==> src/rtl/sal_cmd_sched.sv <==
// sal_cmd_sched: rank-level command scheduler.
// Grants at most one ACT/RD/WR/PRE/REF request per cycle across all banks,
// enforces tRRD/tCCD/tWTR/tRTW spacing and issues one registered DRAM
// command per cycle.
// Optional feature macro: SAL_TFAW_EN adds a four-activate (tFAW) window.
module sal_cmd_sched #(
    parameter int NUM_BANKS = 8,
    parameter int BA_W      = $clog2(NUM_BANKS),
    parameter int RA_W      = 16,
    parameter int CA_W      = 10,
    parameter int ID_W      = 4,
    parameter int LEN_W     = 8,
    parameter int SEQ_W     = 16,
    parameter int T_W       = 6
) (
    input  logic                             clk,
    input  logic                             rst_n,
    input  logic [T_W-1:0]                   t_rrd_m1,
    input  logic [T_W-1:0]                   t_ccd_m1,
    input  logic [T_W-1:0]                   t_wtr_m1,
    input  logic [T_W-1:0]                   t_rtw_m1,
`ifdef SAL_TFAW_EN
    input  logic [T_W-1:0]                   t_faw_m1,
`endif
    input  logic [NUM_BANKS-1:0]             act_req_i,
    input  logic [NUM_BANKS-1:0]             rd_req_i,
    input  logic [NUM_BANKS-1:0]             wr_req_i,
    input  logic [NUM_BANKS-1:0]             pre_req_i,
    input  logic [NUM_BANKS-1:0]             ref_req_i,
    input  logic [NUM_BANKS-1:0][RA_W-1:0]   ra_i,
    input  logic [NUM_BANKS-1:0][CA_W-1:0]   ca_i,
    input  logic [NUM_BANKS-1:0][ID_W-1:0]   id_i,
    input  logic [NUM_BANKS-1:0][LEN_W-1:0]  len_i,
    input  logic [NUM_BANKS-1:0][SEQ_W-1:0]  seq_num_i,
    output logic [NUM_BANKS-1:0]             act_gnt_o,
    output logic [NUM_BANKS-1:0]             rd_gnt_o,
    output logic [NUM_BANKS-1:0]             wr_gnt_o,
    output logic [NUM_BANKS-1:0]             pre_gnt_o,
    output logic [NUM_BANKS-1:0]             ref_gnt_o,
    output logic                             cmd_valid_o,
    output logic [2:0]                       cmd_o,
    output logic [BA_W-1:0]                  ba_o,
    output logic [RA_W-1:0]                  ra_o,
    output logic [CA_W-1:0]                  ca_o,
    output logic [ID_W-1:0]                  id_o,
    output logic [LEN_W-1:0]                 len_o,
    output logic [SEQ_W-1:0]                 seq_num_o
);

    localparam int unsigned NB = NUM_BANKS;

    typedef enum logic [2:0] {
        CMD_NOP = 3'd0,
        CMD_ACT = 3'd1,
        CMD_RD  = 3'd2,
        CMD_WR  = 3'd3,
        CMD_PRE = 3'd4,
        CMD_REF = 3'd5
    } cmd_e;

    // Timing counters
    logic [T_W-1:0]  r_rrd_cnt;
    logic [T_W-1:0]  r_ccd_cnt;
    logic [T_W-1:0]  r_wtr_cnt;
    logic [T_W-1:0]  r_rtw_cnt;

    // Round-robin pointers, one per class (last granted bank)
    logic [BA_W-1:0] r_ptr_cas;
    logic [BA_W-1:0] r_ptr_act;
    logic [BA_W-1:0] r_ptr_pre;
    logic [BA_W-1:0] r_ptr_ref;

    logic                 w_rd_ok;
    logic                 w_wr_ok;
    logic                 w_act_ok;
    logic [NUM_BANKS-1:0] w_cas_elig;
    logic [NUM_BANKS-1:0] w_act_elig;
    logic [BA_W:0]        w_cas_pick;
    logic [BA_W:0]        w_act_pick;
    logic [BA_W:0]        w_pre_pick;
    logic [BA_W:0]        w_ref_pick;

    logic                 w_gnt;
    cmd_e                 w_cmd;
    logic [BA_W-1:0]      w_ba;
    logic                 w_gnt_act;
    logic                 w_gnt_rd;
    logic                 w_gnt_wr;

    // Round-robin search starting at ptr+1; returns {found, bank}
    function automatic logic [BA_W:0] rr_pick(input logic [NUM_BANKS-1:0] req,
                                              input logic [BA_W-1:0]      ptr);
        logic            found;
        logic [BA_W-1:0] idx;
        int unsigned     b;
        found = 1'b0;
        idx   = '0;
        for (int unsigned k = 1; k <= NB; k++) begin
            b = 32'(ptr) + k;
            if (b >= NB) begin
                b = b - NB;
            end
            if (!found && req[b]) begin
                found = 1'b1;
                idx   = b[BA_W-1:0];
            end
        end
        return {found, idx};
    endfunction

    function automatic logic [T_W-1:0] dec_sat(input logic [T_W-1:0] x);
        return (x == '0) ? x : x - 1'b1;
    endfunction

`ifdef SAL_TFAW_EN
    logic [3:0][T_W-1:0] r_faw_cnt;
    logic                w_faw_ok;
    logic [1:0]          w_faw_slot;

    // Find a free activate-window slot; any free slot is interchangeable
    always_comb begin
        w_faw_ok   = 1'b0;
        w_faw_slot = '0;
        for (int unsigned s = 0; s < 4; s++) begin
            if (!w_faw_ok && (r_faw_cnt[s] == '0)) begin
                w_faw_ok   = 1'b1;
                w_faw_slot = s[1:0];
            end
        end
    end

    // Activate-window countdowns: load on ACT grant, otherwise count down
    always_ff @(posedge clk) begin
        if (!rst_n) begin
            r_faw_cnt <= '0;
        end else begin
            for (int unsigned s = 0; s < 4; s++) begin
                if (w_gnt_act && (w_faw_slot == s[1:0])) begin
                    r_faw_cnt[s] <= t_faw_m1;
                end else begin
                    r_faw_cnt[s] <= dec_sat(r_faw_cnt[s]);
                end
            end
        end
    end
`endif

    // Per-class eligibility from the timing counters
    always_comb begin
        w_rd_ok    = (r_ccd_cnt == '0) && (r_wtr_cnt == '0);
        w_wr_ok    = (r_ccd_cnt == '0) && (r_rtw_cnt == '0);
`ifdef SAL_TFAW_EN
        w_act_ok   = (r_rrd_cnt == '0) && w_faw_ok;
`else
        w_act_ok   = (r_rrd_cnt == '0);
`endif
        w_cas_elig = (rd_req_i & {NUM_BANKS{w_rd_ok}}) | (wr_req_i & {NUM_BANKS{w_wr_ok}});
        w_act_elig = act_req_i & {NUM_BANKS{w_act_ok}};
        w_cas_pick = rr_pick(w_cas_elig, r_ptr_cas);
        w_act_pick = rr_pick(w_act_elig, r_ptr_act);
        w_pre_pick = rr_pick(pre_req_i, r_ptr_pre);
        w_ref_pick = rr_pick(ref_req_i, r_ptr_ref);
    end

    // Class priority CAS > ACT > PRE > REF; a bank eligible for both RD and WR issues RD
    always_comb begin
        w_gnt = 1'b0;
        w_cmd = CMD_NOP;
        w_ba  = '0;
        if (rst_n) begin
            if (w_cas_pick[BA_W]) begin
                w_gnt = 1'b1;
                w_ba  = w_cas_pick[BA_W-1:0];
                w_cmd = (rd_req_i[w_ba] && w_rd_ok) ? CMD_RD : CMD_WR;
            end else if (w_act_pick[BA_W]) begin
                w_gnt = 1'b1;
                w_ba  = w_act_pick[BA_W-1:0];
                w_cmd = CMD_ACT;
            end else if (w_pre_pick[BA_W]) begin
                w_gnt = 1'b1;
                w_ba  = w_pre_pick[BA_W-1:0];
                w_cmd = CMD_PRE;
            end else if (w_ref_pick[BA_W]) begin
                w_gnt = 1'b1;
                w_ba  = w_ref_pick[BA_W-1:0];
                w_cmd = CMD_REF;
            end
        end
        w_gnt_act = w_gnt && (w_cmd == CMD_ACT);
        w_gnt_rd  = w_gnt && (w_cmd == CMD_RD);
        w_gnt_wr  = w_gnt && (w_cmd == CMD_WR);
    end

    // Decode the single winner onto the per-type grant vectors
    always_comb begin
        act_gnt_o = '0;
        rd_gnt_o  = '0;
        wr_gnt_o  = '0;
        pre_gnt_o = '0;
        ref_gnt_o = '0;
        if (w_gnt) begin
            case (w_cmd)
                CMD_ACT: act_gnt_o[w_ba] = 1'b1;
                CMD_RD:  rd_gnt_o[w_ba]  = 1'b1;
                CMD_WR:  wr_gnt_o[w_ba]  = 1'b1;
                CMD_PRE: pre_gnt_o[w_ba] = 1'b1;
                CMD_REF: ref_gnt_o[w_ba] = 1'b1;
                default: ;
            endcase
        end
    end

    // Inter-bank timing counters: load on the granting cycle, then count down to 0
    always_ff @(posedge clk) begin
        if (!rst_n) begin
            r_rrd_cnt <= '0;
            r_ccd_cnt <= '0;
            r_wtr_cnt <= '0;
            r_rtw_cnt <= '0;
        end else begin
            r_rrd_cnt <= w_gnt_act               ? t_rrd_m1 : dec_sat(r_rrd_cnt);
            r_ccd_cnt <= (w_gnt_rd || w_gnt_wr)  ? t_ccd_m1 : dec_sat(r_ccd_cnt);
            r_wtr_cnt <= w_gnt_wr                ? t_wtr_m1 : dec_sat(r_wtr_cnt);
            r_rtw_cnt <= w_gnt_rd                ? t_rtw_m1 : dec_sat(r_rtw_cnt);
        end
    end

    // Round-robin pointers follow the last granted bank of their class
    always_ff @(posedge clk) begin
        if (!rst_n) begin
            r_ptr_cas <= BA_W'(NUM_BANKS - 1);
            r_ptr_act <= BA_W'(NUM_BANKS - 1);
            r_ptr_pre <= BA_W'(NUM_BANKS - 1);
            r_ptr_ref <= BA_W'(NUM_BANKS - 1);
        end else if (w_gnt) begin
            case (w_cmd)
                CMD_RD, CMD_WR: r_ptr_cas <= w_ba;
                CMD_ACT:        r_ptr_act <= w_ba;
                CMD_PRE:        r_ptr_pre <= w_ba;
                CMD_REF:        r_ptr_ref <= w_ba;
                default: ;
            endcase
        end
    end

    // Registered command path; fields hold when nothing is granted
    always_ff @(posedge clk) begin
        if (!rst_n) begin
            cmd_valid_o <= 1'b0;
            cmd_o       <= CMD_NOP;
            ba_o        <= '0;
            ra_o        <= '0;
            ca_o        <= '0;
            id_o        <= '0;
            len_o       <= '0;
            seq_num_o   <= '0;
        end else if (w_gnt) begin
            cmd_valid_o <= 1'b1;
            cmd_o       <= w_cmd;
            ba_o        <= w_ba;
            ra_o        <= ra_i[w_ba];
            ca_o        <= ca_i[w_ba];
            id_o        <= id_i[w_ba];
            len_o       <= len_i[w_ba];
            seq_num_o   <= seq_num_i[w_ba];
        end else begin
            cmd_valid_o <= 1'b0;
            cmd_o       <= CMD_NOP;
        end
    end

endmodule

==> config.mk <==
export PLATFORM = sky130hd
export DESIGN_NAME = sal_cmd_sched
export DESIGN_NICKNAME = d
export VERILOG_FILES = /design/src/rtl/sal_cmd_sched.sv
export SDC_FILE = /design/constraint.sdc
export NUM_CORES = 1
export LEC_CHECK = 0
export ABC_AREA = 1
export ABC_CLOCK_PERIOD_IN_PS = 4350
export BUFFER_PORTS_ARGS = -buffer_cell sky130_fd_sc_hd__buf_2
export CELL_PAD_IN_SITES_DETAIL_PLACEMENT = 0
export CELL_PAD_IN_SITES_GLOBAL_PLACEMENT = 1
export CORE_AREA = 2 2 233 235
export CTS_BUF_LIST = sky130_fd_sc_hd__clkbuf_2
export DETAILED_ROUTE_END_ITERATION = 6
export DIE_AREA = 0 0 235 237
export HOLD_SLACK_MARGIN = 0.1
export PLACE_DENSITY = 0.77
export SLEW_MARGIN = 0
export SYNTH_ARGS = -nofsm -noshare
export SYNTH_HDL_FRONTEND = slang
export SYNTH_SLANG_ARGS = --single-unit
==> constraint.sdc <==
create_clock -name clk -period 4.35 [get_ports clk]
set_clock_uncertainty 0.15 [all_clocks]
set_input_delay 0.6525 -clock clk [delete_from_list [all_inputs] [get_ports clk]]
set_output_delay 0.6525 -clock clk [all_outputs]
set_load 0.01 [all_outputs]
* After elaboration in Yosys (flattened, before gate mapping)
Cells that the tools add are included.
Word-level totals: bits in registers 97, logic and storage cells 447, output and inout port bits 101
Operators by class: reduce and logical (&&, ||, !) cells 74, multiplexer cells 209, eq/ne operators 9, magnitude comparators 67, bitwise gates (word level) 4, add/sub/neg operators 68
Operator list (count):
- $lt 32x4->1 const B | 32
- $mux 32 | 32
- $sub 4x4->5 const B | 28
- $mux 3 | 42
- $ge 4x4->1 const B | 28
- $bmux 1 s3 | 33
- $bmux 16 s3 | 2
- $mux 8 | 11
- $mux 1 | 73
- $add 3x3->4 const B | 16
- $mux 6 | 8
- $logic_and 1x1->1 | 35
- $add 3x2->4 const B | 8
- $mux 16 | 2
- $bmux 10 s3 | 1
- $logic_not 1->1 | 28
- $and 8x8->8 | 3
- $bmux 8 s3 | 1
- $logic_not 6->1 | 4
- $sub 5x4->6 const B | 4
- $sub 6x1->6 const B | 4
- $add 3x4->5 const B | 4
- $ge 5x4->1 const B | 4
- $add 3x1->4 const B | 4
- other kinds (15) | 24

* Longest topological paths before layout
Gate-level depths: netlist (run 1).
depth after elaboration 38, gate-level depth with buffers 34, gate-level depth less buffers 31

* Worst setup path after synthesis (run 1)
Ideal clock, no wire load.
path kind register to output, start point reg r_ptr_cas[1], end point out act_gnt_o[6], buffers on the path 4, data required time 3.547 ns, stages on the path, launching flop included 23, path slack 0.181 ns, arrival 3.366 ns, cells stage by stage dfxtp_1 -> buf_2 -> clkinv_1 -> ha_1 -> clkbuf_1 -> inv_1 -> nand3_1 -> nand3_1 -> nand2_2 -> nand3_2 -> nor2_4 -> nand4_1 -> nor2_1 -> nor2_1 -> nand2_1 -> nand2_1 -> nand2_2 -> nand2_2 -> buf_6 -> buf_2 -> nor2_1 -> nand2_1 -> nor2_1
On the way: word-level cells in the longest chain between the ends 36
RTL lines:
- start, declared | line 68 | logic [BA_W-1:0] r_ptr_cas;
- start signal, assigned | line 231 | r_ptr_cas <= BA_W'(NUM_BANKS - 1);
- start signal, assigned | line 237 | CMD_RD, CMD_WR: r_ptr_cas <= w_ba;
- $add 3x1->4 | line 99 | b = 32'(ptr) + k;
- $sub 4x4->5 / $ge 4x4->1 (equally long branches) | line 101, 100
- $mux 32 | line 100 | if (b >= NB) begin
- $bmux 1 s3 | line 103 | if (!found && req[b]) begin
- $mux 1 (not written as such) | line 103
- $mux 1 | line 103
- $logic_not 1->1 | line 103
- $logic_and 1x1->1 | line 103
- [20 not listed]
- $mux 1 (not written as such) | line 174 | w_cmd = (rd_req_i[w_ba] && w_rd_ok) ? CMD_RD : CMD_WR;
- $logic_and 1x1->1 | line 174
- $mux 1 | line 174
- $mux 3 | line 171 | if (w_cas_pick[BA_W]) begin
- $mux 3 | line 170 | if (rst_n) begin
- $eq 3x1->1 | line 202 | case (w_cmd)
- $mux 8 | line 202
- $mux 8 * | line 201 | if (w_gnt) begin
- end, declared | line 35 | output logic [NUM_BANKS-1:0] act_gnt_o,
Every way passes the cells marked *; elsewhere a longest branch is shown, timed or not. The select of a mux whose other input is x is not followed.

* Worst setup path in the final report (run 1)
start point reg r_wtr_cnt[0], end point out rd_gnt_o[6]
On the way: word-level cells in the longest chain between the ends 37
RTL lines:
- start, declared | line 64 | logic [T_W-1:0] r_wtr_cnt;
- start signal, assigned | line 223 | r_wtr_cnt <= w_gnt_wr ? t_wtr_m1 : dec_sat(r_wtr_cnt);
- $logic_not 6->1 * | line 150 | w_rd_ok = (r_ccd_cnt == '0) && (r_wtr_cnt == '0);
- $logic_and 1x1->1 * | line 150
- $and 8x8->8 | line 157 | w_cas_elig = (rd_req_i & {NUM_BANKS{w_rd_ok}}) | (wr_req_i & {NUM_BANKS{w_wr_ok}});
- $or 8x8->8 | line 157
- $bmux 1 s3 | line 103
- $mux 1 (not written as such) | line 103
- $mux 1 | line 103
- $logic_not 1->1 | line 103
- [21 not listed]
- $mux 1 (not written as such) | line 174
- $logic_and 1x1->1 | line 174
- $mux 1 | line 174
- $mux 3 | line 171
- $mux 3 | line 170
- $eq 3x2->1 | line 202
- $mux 8 | line 202
- $mux 8 * | line 201
- end, declared | line 36 | output logic [NUM_BANKS-1:0] rd_gnt_o,
Marks and branches as above.

==> flow_summary.json, run 1 <==
{
  "fmax_mhz": 203.4,
  "cts.clk_slew.worst_paths_ns": 0.35,
  "grt_pass1_vias": 18600,
  "stdcell_area_um2": 22560,
  "synthCells": 2414,
  "crit_fanout": 6,
  "ant_nets": 0,
  "critPathSlowestCell": "dfxtp_2",
  "syn-num-nets": 2928,
  "worstSetupStartpointType": "flop",
  "ys.flop_type": "dfxtp_1",
  "status": "finished, violations left",
  "drc_errors": 0,
  "finalCritPeriodShare_pct": 113.0,
  "critPathTopFamily": "simple AND/OR/NAND/NOR gates",
  "cp_data_required_time_ns": 3.55,
  "area_delta_synth_final_pct": 80.51,
  "arrival_ns": 4.11,
  "initial_utilization_pct": 23.46,
  "grt_antenna_before_repair": 12,
  "fillCellCount": 5508,
  "cts-buffers-inserted": 9,
  "final_max_slew_viol_count": 0,
  "grt_overflow": 0,
  "vias": 19636,
  "root_buffer": "clkbuf_2",
  "end_kind": "output pin",
  "async_flop_share_pct": 0,
  "placed_area_um2": 16190,
  "ys_seq_elements": 97,
  "cts.sinks": 97,
  "slowest_delay_ns": 0.40,
  "setup_viol": 40,
  "die_area_um2": 55700,
  "ys_seq_area_share_pct": 15.54,
  "routed_wl_mm": 70.37,
  "die_height_um": 237,
  "criticalPathCategory": "reg -> out",
  "synth_edf_count": 0,
  "synth.cell_area_um2": 12500,
  "worstMarginPinSlew_ns": 0.8382,
  "ys_warn_count": 0,
  "clk_latency_ns": 0.80,
  "grt_pass1_wl_mm": 100.6,
  "synth_cell_types": 52,
  "cts.path.max_buffers": 2,
  "drt-initial-drc-count": 1484,
  "fp.dieW_um": 235,
  "grt_usage_pct": 22.82,
  "ioPinCount": 599,
  "worstHoldPathType": "in -> reg",
  "io_buffers": 598,
  "layout-drive-gt1-share_pct": 31.52,
  "wl_per_cell_um": 16.85,
  "period_needed_ns": 4.916,
  "utilization_pct": 42.34,
  "cp_cell_sequence": "inv_1 > ha_1 > nand2_2 > nor2_4 > nand3_2 > nand3_2 > nand3_1 > nand2_2 > inv_2 > o21ai_4 > inv_2 > buf_4 > nand4_1 > buf_4 > nand3_4 > nand2_4 > nand2_1 > nand3_2 > nand3_2 > nand2_4 > nand3_4 > buf_6 > nor2_1 > buf_2",
  "rows": 85,
  "cts_tree": "done",
  "drtPass1Iterations": 6,
  "cp_common_cell": "nand3_2",
  "rsz0062_at_grt": "yes",
  "hold_ws_ns": 0.2003,
  "grt_max_degree": 89,
  "drv_cap": 0,
  "slew_headroom_pct": 44.12,
  "nNetsFinal": 3977,
  "hpwl_mm": 46.74,
  "cts-htree-levels": 3,
  "crit_buf_inv": 7,
  "vias_per_cell": 4.702,
  "gp_congestion": 0.9492,
  "fin_ws_ns": -0.5655,
  "avgSynthCellArea_um2": 5.177,
  "coreArea_um2": 53280,
  "finalHoldViolations": 0,
  "violations": "negative setup slack"
}
worst paths after layout:
kind / start / endpoint / slack (ns) / cells after the start
worst max-delay path: r_wtr_cnt[0] / rd_gnt_o[6] / -0.57 / 24
worst min-delay path: ca_i[60] / ca_o[0] / 0.20 / 9
worst max register to register: r_wtr_cnt[0] / r_wtr_cnt[1] / 0.04 / 28
worst min register to register: ca_o[5] / ca_o[5] / 0.32 / 2
registers in the layout (all words and copies together), names as in the netlist:
name,count
ba_o,3
ca_o,10
cmd_o,3
cmd_valid_o,1
id_o,4
len_o,8
r_ccd_cnt,6
r_ptr_act,3
r_ptr_cas,3
r_ptr_pre,3
r_ptr_ref,3
r_rrd_cnt,6
r_rtw_cnt,6
r_wtr_cnt,6
ra_o,16
seq_num_o,16
through the flow:
step	worst slack, ns	cells	TNS [ns]
after floorplan	0.1812	2414	0
after global placement	0.06596	3654	0
after detailed placement	0.02766	3654	0
after CTS	-0.6144	4097	-23.32
after global routing	-0.8275	4173	-31.97
final	-0.5655	4176	-20.04
per-layer routing:
layer | GRT usage [%] | share of wire, % | vias to the layer above | routed length [um]
met3 | 4.325 | 7.1 | 200 | 5022
li1 | - | - | 9693 | -
met4 | 12.37 | 4.7 | 4 | 3305
met1 | 27.50 | 41 | 8853 | 28590
met2 | 38.29 | 48 | 886 | 33430
met5 | 0 | 0.033 | - | 23
layout by cell type (no fill, tap or decap), types with 7 or more instances in the layout:
| cell type | instances |
|---|---|
| a21oi_1 | 21 |
| buf_12 | 14 |
| buf_2 | 596 |
| buf_4 | 138 |
| buf_6 | 22 |
| clkbuf_16 | 8 |
| clkbuf_2 | 9 |
| dfxtp_1 | 81 |
| dfxtp_2 | 15 |
| diode_2 | 12 |
| dlygate4sd3_1 | 397 |
| ha_1 | 8 |
| inv_1 | 84 |
| inv_2 | 26 |
| inv_4 | 8 |
| nand2_1 | 1281 |
| nand2_2 | 44 |
| nand2_4 | 19 |
| nand3_1 | 279 |
| nand3_2 | 44 |
| nand3_4 | 28 |
| nand4_1 | 12 |
| nor2_1 | 87 |
| nor2_2 | 27 |
| nor2_4 | 21 |
| o21a_1 | 7 |
| o21ai_0 | 35 |
| o21ai_1 | 16 |
| o21ai_2 | 16 |
| xnor2_1 | 11 |
| xor2_1 | 15 |
layout make-up:
class                      instances  area, um^2  area share, %
multi-input combinational       2050       10210          45.24
antenna                           12       30.03         0.1331
timing repair buffer            1182        8876          39.34
sequential                        97        1964          8.707
inverter                         123       499.2          2.213
clock inverter                     7       68.82         0.3050
tap                              696       870.8          3.860
clock buffer                       9       45.04         0.1997
cell usage after synthesis, types with 2 or more instances:
cell type,number,area (um^2)
and2_1,2,12.51
clkinv_1,3,11.26
or2_1,3,18.77
nand4_1,12,75.07
buf_8,3,45.04
dfxtp_1,97,1942
buf_6,19,214.0
o31ai_1,2,15.01
nor3_1,7,35.03
a31oi_1,5,31.28
o21ai_1,18,90.09
buf_2,68,340.3
inv_1,99,371.6
nor2_4,6,67.56
o21ai_0,49,245.2
nand2_1,1336,5015
or2_2,7,43.79
a21oi_1,23,115.1
o21a_1,7,52.55
o22ai_1,6,37.54
buf_4,31,232.7
xnor2_1,14,122.6
xor2_2,2,32.53
xor2_1,16,140.1
o211ai_1,6,45.04
buf_12,8,160.2
inv_2,20,75.07
nor2_8,2,40.04
ha_1,16,200.2
nand3_1,336,1682
nor2_1,122,457.9
nand3_2,14,140.1
or2_4,2,17.52
a211oi_1,4,30.03
o21ai_2,3,26.28
clkbuf_1,12,45.04
nor2_2,6,37.54
nand3b_1,3,22.52
nand2_2,9,56.30
buf_1,4,15.01
worst min-delay path, cell delays in order:
cell     delay, ns
buf_2         0.08
nand3_1       0.06
nand2_1       0.08
nand2_1       0.06
nand2_1       0.06
nand2_1       0.05
nand2_1       0.05
nand2_1       0.04
nand2_1       0.04
what timing repair did:
item / CTS / global route
endpoints found under the setup margin: 40 / 98
hold buffers: 399 / 0
cloned: 0 / 10
setup buffers: 28 / 59
pin swaps: 32 / 83
resized for setup: 104 / 245
hold endpoints to repair: 85 / 0
cells by family after synthesis:
logic type,count (synthesis),share of synthesized area (%)
simple gates,1873,62.52
buf+inv,268,12.13
fa+ha+maj,16,1.602
xor+xnor,32,2.363
flops,97,15.54
compound gates,128,5.847
Power of run 1 is left out: the tool's default activity adds up to more than one toggle a clock period on the data nets, which glitch-free logic cannot reach.
==> run 2, diff against run 1 <==
Settings changed: ABC_AREA 1 to not set, CORE_AREA 2 2 233 235 to 2 2 232 234, DIE_AREA 0 0 235 237 to 0 0 234 236, PLACE_DENSITY 0.77 to 0.69.
==> flow_summary.json, run 2 <==
{
  "period_needed_ns": 5.713,
  "multi_input_area_um2": 9883,
  "cts-htree-levels": 3,
  "p_leak_nw": 11.18,
  "cp_cell_sequence": "inv_2 > ha_1 > or4b_4 > or3_4 > nor2_4 > a22oi_2 > and2_4 > a2111oi_4 > buf_4 > nor2_2 > o31ai_4 > o211a_4 > mux2i_2 > mux2i_1 > nor3_2 > buf_6 > buf_6 > and3_1 > buf_2",
  "synthTopCellsByArea": "dfxtp_1, mux2i_1, nand2_1, mux4_2, a21oi_1",
  "worstMarginPinSlew_ns": 0.8338,
  "cts.sinks": 97,
  "vias_per_cell": 5.176,
  "holdPathStages": 4,
  "layout-drive-gt1-share_pct": 48.14,
  "ant_nets": 0,
  "die_height_um": 236,
  "grt_pass1_wl_mm": 119.3,
  "setup_viol": 96,
  "coreArea_um2": 53070,
  "critPathSlowestCell": "or4b_4",
  "nNetsFinal": 3384,
  "stdcell_area_um2": 24650,
  "grt_antenna_before_repair": 11,
  "cp_common_cell": "buf_6",
  "hold_path.startpoint": "seq_num_i[125]",
  "initial_utilization_pct": 21.48,
  "slew_headroom_pct": 43.94,
  "async_flop_share_pct": 0,
  "finalCritPeriodShare_pct": 131.3,
  "dp_slack_ns": -0.7325,
  "crit_fanout": 6,
  "worstHoldPathType": "in -> reg",
  "final_common_cell": "buf_2",
  "avgSynthCellArea_um2": 7.650,
  "vdd_drop_max_v": 0.0008266,
  "grt_max_degree": 50,
  "fillCellCount": 5089,
  "yosysMostFrequentCell": "nand2_1",
  "cts_tree": "done",
  "most-common-layout-cells": "buf_2, dlygate4sd3_1, buf_4",
  "ys.flop_type": "dfxtp_1",
  "hpwl_mm": 61.38,
  "gp_congestion": 0.9782,
  "tns_ns": -59.32,
  "hold_ws_ns": 0.2016,
  "synthCells": 1490,
  "fp.dieW_um": 234,
  "drv_cap": 0,
  "grt_pass1_vias": 19202,
  "criticalPathCategory": "reg -> out",
  "synth_top_area_share_pct": 17.04,
  "ys_seq_area_share_pct": 17.04,
  "end_kind": "output pin",
  "slowest_delay_ns": 0.48,
  "synth_edf_count": 0,
  "timing.rr.start": "r_ccd_cnt[0]",
  "grt_usage_pct": 29.05,
  "rows": 85,
  "ys_seq_elements": 97,
  "synth_cell_types": 93,
  "cts.path.max_buffers": 2,
  "syn-num-nets": 2004,
  "wl_per_cell_um": 23.24,
  "violations": "negative setup slack",
  "drtPass1Iterations": 5,
  "synth_common_cells": "nand2_1, mux2i_1, nor2_1, a21oi_1, dfxtp_1",
  "routed_wl_mm": 83.22,
  "area_delta_synth_final_pct": 116.2,
  "drt-initial-drc-count": 1201,
  "status": "finished, violations left",
  "grt_overflow": 0,
  "placed_area_um2": 18390,
  "r2r-end": "seq_num_o[14]",
  "ioPinCount": 599,
  "finalHoldViolations": 0,
  "synth_top_cell_by_area": "dfxtp_1",
  "worstSetupStartpointType": "flop",
  "utilization_pct": 46.44,
  "final-seq-area_um2": 1967,
  "fin_ws_ns": -1.363,
  "largestRegisters": "ra_o x16, seq_num_o x16, ca_o x10",
  "cp_data_required_time_ns": 3.55,
  "clk_latency_ns": 0.83,
  "min_to": "seq_num_o[13]",
  "rsz0062_at_grt": "yes",
  "arrival_ns": 4.91,
  "io_buffers": 598,
  "fmax_mhz": 175.0,
  "ys_warn_count": 0,
  "cts-buffers-inserted": 9,
  "synth.cell_area_um2": 11400,
  "final_max_slew_viol_count": 0,
  "pwr_density_cell_nw_per_um2": 965.1,
  "vias": 18537,
  "r2r_slack_ns": -0.35,
  "cts.clk_slew.worst_paths_ns": 0.36,
  "root_buffer": "clkbuf_2",
  "die_area_um2": 55220,
  "drc_errors": 0,
  "reg2regPathDepth": 22
}
==> run 2: repair_timing <==
item                                    4_1_cts  5_1_grt
hold endpoints to repair                     81        0
hold buffers                                413        0
pin swaps                                    54       31
resized for setup                           204       69
setup buffers                                65       20
gates cloned                                  5        4
endpoints found under the setup margin      107      108
==> run 2: worst max path at each step <==
stage / start / to
2_1_floorplan: r_ccd_cnt[0] / wr_gnt_o[2]
3_3_place_gp: wr_req_i[3] / rd_gnt_o[7]
3_5_place_dp: wr_req_i[3] / wr_gnt_o[5]
4_1_cts: r_ccd_cnt[0] / rd_gnt_o[0]
5_1_grt: r_ccd_cnt[0] / rd_gnt_o[7]
6_report: r_ccd_cnt[0] / rd_gnt_o[7]
==> run 2: kinds of logic (layout without fill, tap and decap cells) <==
| kind of cell | after synthesis | count (layout) | share of synthesized area, % |
|---|---|---|---|
| AO/OA/AOI/OAI | 471 | 471 | 30.08 |
| XOR/XNOR | 33 | 33 | 2.536 |
| adder cells (fa/ha/maj) | 16 | 16 | 1.756 |
| buffers and inverters | 160 | 1545 | 6.169 |
| flip-flops | 97 | 97 | 17.04 |
| multiplexers | 194 | 194 | 20.83 |
| other | 0 | 10 | 0 |
| AND/OR/NAND/NOR | 519 | 519 | 21.59 |
==> run 2: layer usage <==
metal  vias up  track usage, %  share of wire [%]
li1       8451               -                  -
met1      8846           35.19                 40
met2       971           48.04                 47
met3       265           5.283                7.0
met4         4           16.34                6.2
met5         -               0              0.036
==> run 2: cell type report <==
type	count	share of cell area [%]
Timing Repair Buffer	1484	47.14
Inverter	45	0.7158
Antenna cell	10	0.1015
Sequential cell	97	7.980
Clock buffer	9	0.1828
Multi-Input combinational cell	1233	40.10
Tap cell	696	3.533
Clock inverter	7	0.2437
==> run 2: per-stage QoR <==
step | total power [W] | instances
2_1_floorplan | 0.01141 | 1490
3_3_place_gp | 0.01854 | 3056
3_5_place_dp | 0.01860 | 3056
4_1_cts | 0.02290 | 3550
5_1_grt | 0.02505 | 3577
6_report | 0.02379 | 3581
==> run 2: report_power, final <==
group,switching [W],total [W],leakage [nW],internal [W]
logic,0.0113,0.0217,10.3,0.0105
registers,0.000229,0.00153,0.807,0.00130
clock network,0.000448,0.000538,0.0692,0.0000905
total,0.0119,0.0238,11.2,0.0119
==> run 2: worst max-delay path, delay by kind of cell, from the launching register on <==
family,cells,cell delay [ns]
and+or+nand+nor,7,1.58
muxes,2,0.38
AOI/OAI and AO/OA,4,0.93
DFF,1,0.40
adders and majority gates,1,0.13
buffers and inverters,5,0.67
No activity file was read; power rests on OpenSTA's default activity.
